`src/rtl/fwft_axis_reader_pkg.sv`:
```
// Shared definitions for the FWFT-to-AXI4-Stream reader: entry field layout and counter width.
package fwft_axis_reader_pkg;

  localparam int PKT_CNT_W = 32;

  typedef logic [PKT_CNT_W-1:0] pkt_cnt_t;

  // Entry layout is {TLAST, TKEEP, TDATA}, TDATA in the low bits.
  function automatic int keep_width(input int dw);
    return dw / 8;
  endfunction

  function automatic int keep_lsb(input int dw);
    return dw;
  endfunction

  function automatic int tlast_bit(input int dw);
    return dw + dw / 8;
  endfunction

endpackage

```
`src/rtl/fwft_axis_reader_if.sv`:
```
// AXI4-Stream bus bundle; master drives data/valid, slave drives ready.
interface fwft_axis_reader_if #(
  parameter int DATA_WIDTH = 64
) ();
  import fwft_axis_reader_pkg::*;

  localparam int KEEP_WIDTH = keep_width(DATA_WIDTH);

  logic [DATA_WIDTH-1:0] TDATA;
  logic [KEEP_WIDTH-1:0] TKEEP;
  logic                  TLAST;
  logic                  TVALID;
  logic                  TREADY;

  modport master (output TDATA, TKEEP, TLAST, TVALID, input TREADY);
  modport slave  (input TDATA, TKEEP, TLAST, TVALID, output TREADY);

endinterface

```
`src/rtl/fwft_axis_reader_skid.sv`:
```
// Two-entry register slice: a registered output stage plus one skid stage, each with a valid bit.
module fwft_axis_reader_skid #(
  parameter int WIDTH = 8
) (
  input  logic             clk_i,
  input  logic             rst_i,
  input  logic             in_valid_i,
  input  logic [WIDTH-1:0] in_data_i,
  input  logic             out_ready_i,
  output logic             out_valid_o,
  output logic [WIDTH-1:0] out_data_o,
  output logic             skid_valid_o
);

  logic             out_valid_q, out_valid_d;
  logic [WIDTH-1:0] out_data_q, out_data_d;
  logic             skid_valid_q, skid_valid_d;
  logic [WIDTH-1:0] skid_data_q, skid_data_d;
  logic             out_free;

  assign out_free = !out_valid_q || out_ready_i;

  // The producer must not offer a beat while the skid is full and the output is stalled.
  always_comb begin
    out_valid_d  = out_valid_q;
    out_data_d   = out_data_q;
    skid_valid_d = skid_valid_q;
    skid_data_d  = skid_data_q;
    if (out_free) begin
      if (skid_valid_q) begin
        out_valid_d  = 1'b1;
        out_data_d   = skid_data_q;
        skid_valid_d = in_valid_i;
        if (in_valid_i) skid_data_d = in_data_i;
      end else if (in_valid_i) begin
        out_valid_d = 1'b1;
        out_data_d  = in_data_i;
      end else begin
        out_valid_d = 1'b0;
      end
    end else if (in_valid_i) begin
      skid_valid_d = 1'b1;
      skid_data_d  = in_data_i;
    end
  end

  always_ff @(posedge clk_i or posedge rst_i) begin
    if (rst_i) begin
      out_valid_q  <= 1'b0;
      out_data_q   <= '0;
      skid_valid_q <= 1'b0;
      skid_data_q  <= '0;
    end else begin
      out_valid_q  <= out_valid_d;
      out_data_q   <= out_data_d;
      skid_valid_q <= skid_valid_d;
      skid_data_q  <= skid_data_d;
    end
  end

  assign out_valid_o  = out_valid_q;
  assign out_data_o   = out_data_q;
  assign skid_valid_o = skid_valid_q;

endmodule

```
`src/rtl/fwft_axis_reader.sv`:
```
// Pops {TLAST,TKEEP,TDATA} entries from a first-word-fall-through FIFO and presents them
// as a registered AXI4-Stream master, with a packet counter and an in-packet flag.
module fwft_axis_reader
  import fwft_axis_reader_pkg::*;
#(
  parameter int  DATA_WIDTH = 64,
  localparam int KEEP_WIDTH = keep_width(DATA_WIDTH),
  localparam int FIFO_WIDTH = DATA_WIDTH + KEEP_WIDTH + 1
) (
  input  logic                  CLK,
  input  logic                  RST,
  input  logic [FIFO_WIDTH-1:0] FIFO_DO,
  input  logic                  FIFO_EMPTY,
  output logic                  FIFO_RDEN,
  fwft_axis_reader_if.master    m_axis,
  output logic [PKT_CNT_W-1:0]  PKT_CNT,
  output logic                  IN_PKT
);

  localparam int TLAST_BIT = tlast_bit(DATA_WIDTH);
  localparam int KEEP_LSB  = keep_lsb(DATA_WIDTH);

  logic                  skid_valid;
  logic                  out_valid;
  logic [FIFO_WIDTH-1:0] out_entry;
  logic                  xfer;
  pkt_cnt_t              pkt_cnt_q, pkt_cnt_d;
  logic                  in_pkt_q, in_pkt_d;

  // Pop only depends on registered skid state, so TREADY never reaches FIFO_RDEN.
  assign FIFO_RDEN = !FIFO_EMPTY && !skid_valid && !RST;

  fwft_axis_reader_skid #(
    .WIDTH (FIFO_WIDTH)
  ) u_skid (
    .clk_i        (CLK),
    .rst_i        (RST),
    .in_valid_i   (FIFO_RDEN),
    .in_data_i    (FIFO_DO),
    .out_ready_i  (m_axis.TREADY),
    .out_valid_o  (out_valid),
    .out_data_o   (out_entry),
    .skid_valid_o (skid_valid)
  );

  assign m_axis.TVALID = out_valid;
  assign m_axis.TDATA  = out_entry[DATA_WIDTH-1:0];
  assign m_axis.TKEEP  = out_entry[TLAST_BIT-1:KEEP_LSB];
  assign m_axis.TLAST  = out_entry[TLAST_BIT];

  assign xfer = out_valid && m_axis.TREADY;

  always_comb begin
    pkt_cnt_d = pkt_cnt_q;
    in_pkt_d  = in_pkt_q;
    if (xfer) begin
      if (out_entry[TLAST_BIT]) begin
        pkt_cnt_d = pkt_cnt_q + pkt_cnt_t'(1);
        in_pkt_d  = 1'b0;
      end else begin
        in_pkt_d  = 1'b1;
      end
    end
  end

  always_ff @(posedge CLK or posedge RST) begin
    if (RST) begin
      pkt_cnt_q <= '0;
      in_pkt_q  <= 1'b0;
    end else begin
      pkt_cnt_q <= pkt_cnt_d;
      in_pkt_q  <= in_pkt_d;
    end
  end

  assign PKT_CNT = pkt_cnt_q;
  assign IN_PKT  = in_pkt_q;

endmodule
```
`src/flat_wrapper.sv`:
```
// flat-port wrapper written by rule: the top's interface ports become plain ports
module fwft_axis_reader_flat import fwft_axis_reader_pkg::*;
#(
  parameter int  DATA_WIDTH = 64,
  localparam int KEEP_WIDTH = keep_width(DATA_WIDTH),
  localparam int FIFO_WIDTH = DATA_WIDTH + KEEP_WIDTH + 1
)
  (CLK, RST, FIFO_DO, FIFO_EMPTY, FIFO_RDEN, PKT_CNT, IN_PKT, m_axis_TDATA, m_axis_TKEEP, m_axis_TLAST, m_axis_TVALID, m_axis_TREADY);
  fwft_axis_reader_if #(.DATA_WIDTH(DATA_WIDTH)) m_axis_i ();
  input  logic CLK;
  input  logic RST;
  input  logic [FIFO_WIDTH-1:0] FIFO_DO;
  input  logic FIFO_EMPTY;
  output logic FIFO_RDEN;
  output logic [PKT_CNT_W-1:0] PKT_CNT;
  output logic IN_PKT;
  output wire logic [$bits(m_axis_i.TDATA)-1:0] m_axis_TDATA;
  output wire logic [$bits(m_axis_i.TKEEP)-1:0] m_axis_TKEEP;
  output wire logic [$bits(m_axis_i.TLAST)-1:0] m_axis_TLAST;
  output wire logic [$bits(m_axis_i.TVALID)-1:0] m_axis_TVALID;
  input wire logic [$bits(m_axis_i.TREADY)-1:0] m_axis_TREADY;
  assign m_axis_TDATA = m_axis_i.TDATA;
  assign m_axis_TKEEP = m_axis_i.TKEEP;
  assign m_axis_TLAST = m_axis_i.TLAST;
  assign m_axis_TVALID = m_axis_i.TVALID;
  assign m_axis_i.TREADY = m_axis_TREADY;
  fwft_axis_reader #(.DATA_WIDTH(DATA_WIDTH)) u_core (.CLK(CLK), .RST(RST), .FIFO_DO(FIFO_DO), .FIFO_EMPTY(FIFO_EMPTY), .FIFO_RDEN(FIFO_RDEN), .m_axis(m_axis_i), .PKT_CNT(PKT_CNT), .IN_PKT(IN_PKT));
endmodule
```
`config.mk`:
```
export PLATFORM = sky130hd
export DESIGN_NAME = fwft_axis_reader_flat
export DESIGN_NICKNAME = d
export VERILOG_FILES = /design/src/rtl/fwft_axis_reader_pkg.sv /design/src/rtl/fwft_axis_reader_if.sv /design/src/rtl/fwft_axis_reader_skid.sv /design/src/rtl/fwft_axis_reader.sv /design/src/flat_wrapper.sv
export SDC_FILE = /design/constraint.sdc
export NUM_CORES = 1
export LEC_CHECK = 0
export ABC_AREA = 0
export CORE_UTILIZATION = 41
export CTS_BUF_LIST = sky130_fd_sc_hd__clkbuf_4
export DETAILED_ROUTE_END_ITERATION = 8
export GPL_TIMING_DRIVEN = 1
export PLACE_DENSITY = 0.73
export SKIP_CTS_REPAIR_TIMING = 1
export SYNTH_ARGS = -nofsm -noshare
export SYNTH_HDL_FRONTEND = slang
export SYNTH_SLANG_ARGS = --single-unit
```
`constraint.sdc`:
```
create_clock -name CLK -period 9.6 [get_ports CLK]
set_input_delay 2.88 -clock CLK [delete_from_list [all_inputs] [get_ports CLK]]
set_output_delay 2.88 -clock CLK [all_outputs]
set_load 0.01 [all_outputs]
```
==> metrics <==
status=finished, final reports clean; Max VDD drop=0.08840 mV; Ys Warns=0; Yosys reg bits=181; routed vias=5191; CORE AREA=0.01896 mm2; crit-path max cell delay=560 ps; critical path arrival=4100 ps; Finished Layout Cells=1063; Via density=4.883; post-synth top area share=56.54%; GRT overflow=0; initial cell density of the core=42.26%; RSZ-0062 raised after global routing=false; Wirelength per Cell=15.87 um; H-tree lvl count=4; max-slew violations=0; Final ANT Viol Nets=0; FFs w/ async S/R, synth=100.0%; Mean Syn Cell Area=13.03 um2; IO Pins=185; router iterations before antenna repair=4; CP most frequent cell=clkdlybuf4s50_1; Clock Tree Root=clkbuf_4; Clk pin slew, worst setup/hold paths=160 ps; post-synthesis cell area=0.008011 mm2; Max FO, Critical Path=3; share of cells above drive strength 1=15.46%; most instantiated library cell after synthesis=dfrtp_1; largest area contributor in the netlist=dfrtp_1; net count after synthesis=693; final hold violations=0; Layout area overhead=28.60%; Min-Delay Path Class=reg2reg; post-route setup TNS=0 ps; Seq/Total Area, Yosys=56.54%; final hold slack=495.7 ps; post-synthesis cell count=615; worst path cell trace=clkdlybuf4s50_1, nor3_2, clkdlybuf4s50_1; Synth top cells by count=181 x dfrtp_1, 84 x nand2_1, 73 x mux2i_1, 70 x mux2_4, 67 x o21ai_0; TritonCTS clock tree=built; first-pass GRT wire length=27640 um; Post-synth EDFFs=0; Die Span Y=141.8 um; Slew @ Worst Pin=1038 ps; PortBufs=184; multi-input logic area=0.003252 mm2; clock skew=23.82 ps; total CTS buffers=17; # setup viols final=0; fmax=0.1432 GHz; nets=867; Pleak=4.523 nW; initial DRC count=222; Detailed Route WL=16870 um; Crit. End Element=output port; CP Launch Type=input port; MaxCap Viol Count=0; clk_lat worst skew=550 ps; Critical Path Slowest Stage Cell=clkdlybuf4s50_1; number of clock sinks=181; gr usage total=17.63%; most common flop cell mapped by yosys=dfrtp_1; Cell variety after synth=31; Final period util=72.74%; Die Area=0.02010 mm2; Clock Path Buffers=2; cell family with most CP delay=buffers and inverters; RePlAce Congestion=0.7939; initial antenna violation count=1; register area=0.004533 mm2; FP Rows=50; PD cells=193.2 mW/mm2; Crit path buffers/inverters=2; dpl hpwl=10960 um; dpl cells=1030; Worst Path Required=6720 ps; largest net degree at the start of global routing=117; Die Width=141.8 um; DR DRC count=0; via count of the first global-routing pass=5248; Filler cells=1639; worst rel slew slack=30.77%; min cycle time layout=6984 ps; Synth area leaders=dfrtp_1 57%, mux2_4 13%, mux2i_1 9.1%; crit path kind=in2out
-- power by group --
| part | switching (mW) | internal [mW] |
|---|---|---|
| Combinational | 0.188 | 0.324 |
| Sequential | 0.110 | 0.929 |
| Clock | 0.297 | 0.143 |
| Total | 0.595 | 1.40 |
-- layout by cell type, fill, tap and decap left out, types with 2 or more instances in the layout --
cell / Yosys / routed
inv_1: 4 / 3
clkinv_4: 0 / 2
and3_1: 3 / 3
nor2_1: 9 / 9
nand4_1: 12 / 12
clkdlybuf4s50_1: 0 / 184
inv_6: 0 / 6
nor4_4: 4 / 4
nand4_4: 2 / 2
o21ai_1: 8 / 7
nand2_1: 84 / 84
o21ai_0: 67 / 67
nor3_1: 3 / 3
nand3_1: 14 / 14
mux2i_1: 73 / 73
clkinv_2: 0 / 2
buf_4: 6 / 5
inv_8: 0 / 4
dfrtp_1: 181 / 180
and4_1: 3 / 3
mux2_4: 70 / 70
xnor2_1: 28 / 28
xor2_1: 3 / 3
clkbuf_4: 0 / 17
mux2_2: 4 / 4
-- area by class of cell --
type / instances / share of cell area (%)
Antenna cell: 1 / 0.02429
Clock buffer: 17 / 1.239
Clock inverter: 15 / 1.579
Inverter: 4 / 0.1943
Multi-Input combinational cell: 396 / 31.56
Sequential cell: 181 / 44.00
Tap cell: 260 / 3.158
Timing Repair Buffer: 189 / 18.24
-- metal layers --
layer | up-vias | GRT usage (%) | part of all wire [%]
li1 | 2503 | - | -
met3 | 21 | 4.792 | 5.2
met5 | - | 0 | 0
met2 | 135 | 27.22 | 46
met1 | 2532 | 24.19 | 47
met4 | 0 | 5.376 | 1.3
-- worst register-to-register path: cells and delay by family (launching register included) --
family | cells | cell delay (ps)
buffers and inverters | 2 | 1270
flip-flops | 1 | 880
multiplexers | 1 | 440
AND/OR/NAND/NOR | 2 | 240
-- flip-flops by register name, summed over array words and instances (netlist names) --
name and flops:
u_core.u_skid.out_valid_o 1, u_core.u_skid.skid_data_q 73, u_core.u_skid.skid_valid_o 1, u_core.IN_PKT 1
u_core.u_skid.out_data_o 73, u_core.PKT_CNT 32
-- through the flow --
stage	cell area, um2	setup WS, ps	utilization (%)	total power [mW]
final	10300	2616	54.35	1.990
after global routing	10300	2576	54.35	2.109
after CTS	10300	2614	54.34	2.019
after detailed placement	10010	2619	52.81	1.571
after global placement	10010	2632	52.81	1.553
after floorplan	8011	1805	-	1.317
-- logic make-up (layout without fill, tap and decap cells) --
| logic type | count (synthesis) | in the layout | share of synthesized area [%] |
|---|---|---|---|
| muxes | 147 | 147 | 22.80 |
| other | 0 | 1 | 0 |
| xor gates and xnor gates | 31 | 31 | 3.389 |
| adders and majority gates | 1 | 1 | 0.1562 |
| and+or+nand+nor | 142 | 142 | 9.418 |
| DFF | 181 | 181 | 56.54 |
| buffers and inverters | 38 | 225 | 3.014 |
| AOI/OAI and AO/OA | 75 | 75 | 4.685 |
-- final timing paths --
path,slack (ps),startpoint,end,cells past startpoint
max,2620,RST,FIFO_RDEN,3
min,500,u_core.u_skid.out_data_o[0],u_core.u_skid.out_data_o[0],2
max reg2reg,6660,u_core.u_skid.skid_valid_o,u_core.u_skid.skid_data_q[63],5
min reg2reg,500,u_core.u_skid.out_data_o[0],u_core.u_skid.out_data_o[0],2
max in group asynchronous,5060,RST,u_core.u_skid.skid_data_q[18],3
min in group asynchronous,2940,RST,u_core.u_skid.skid_data_q[65],2
(Power assumes the default switching activity.)
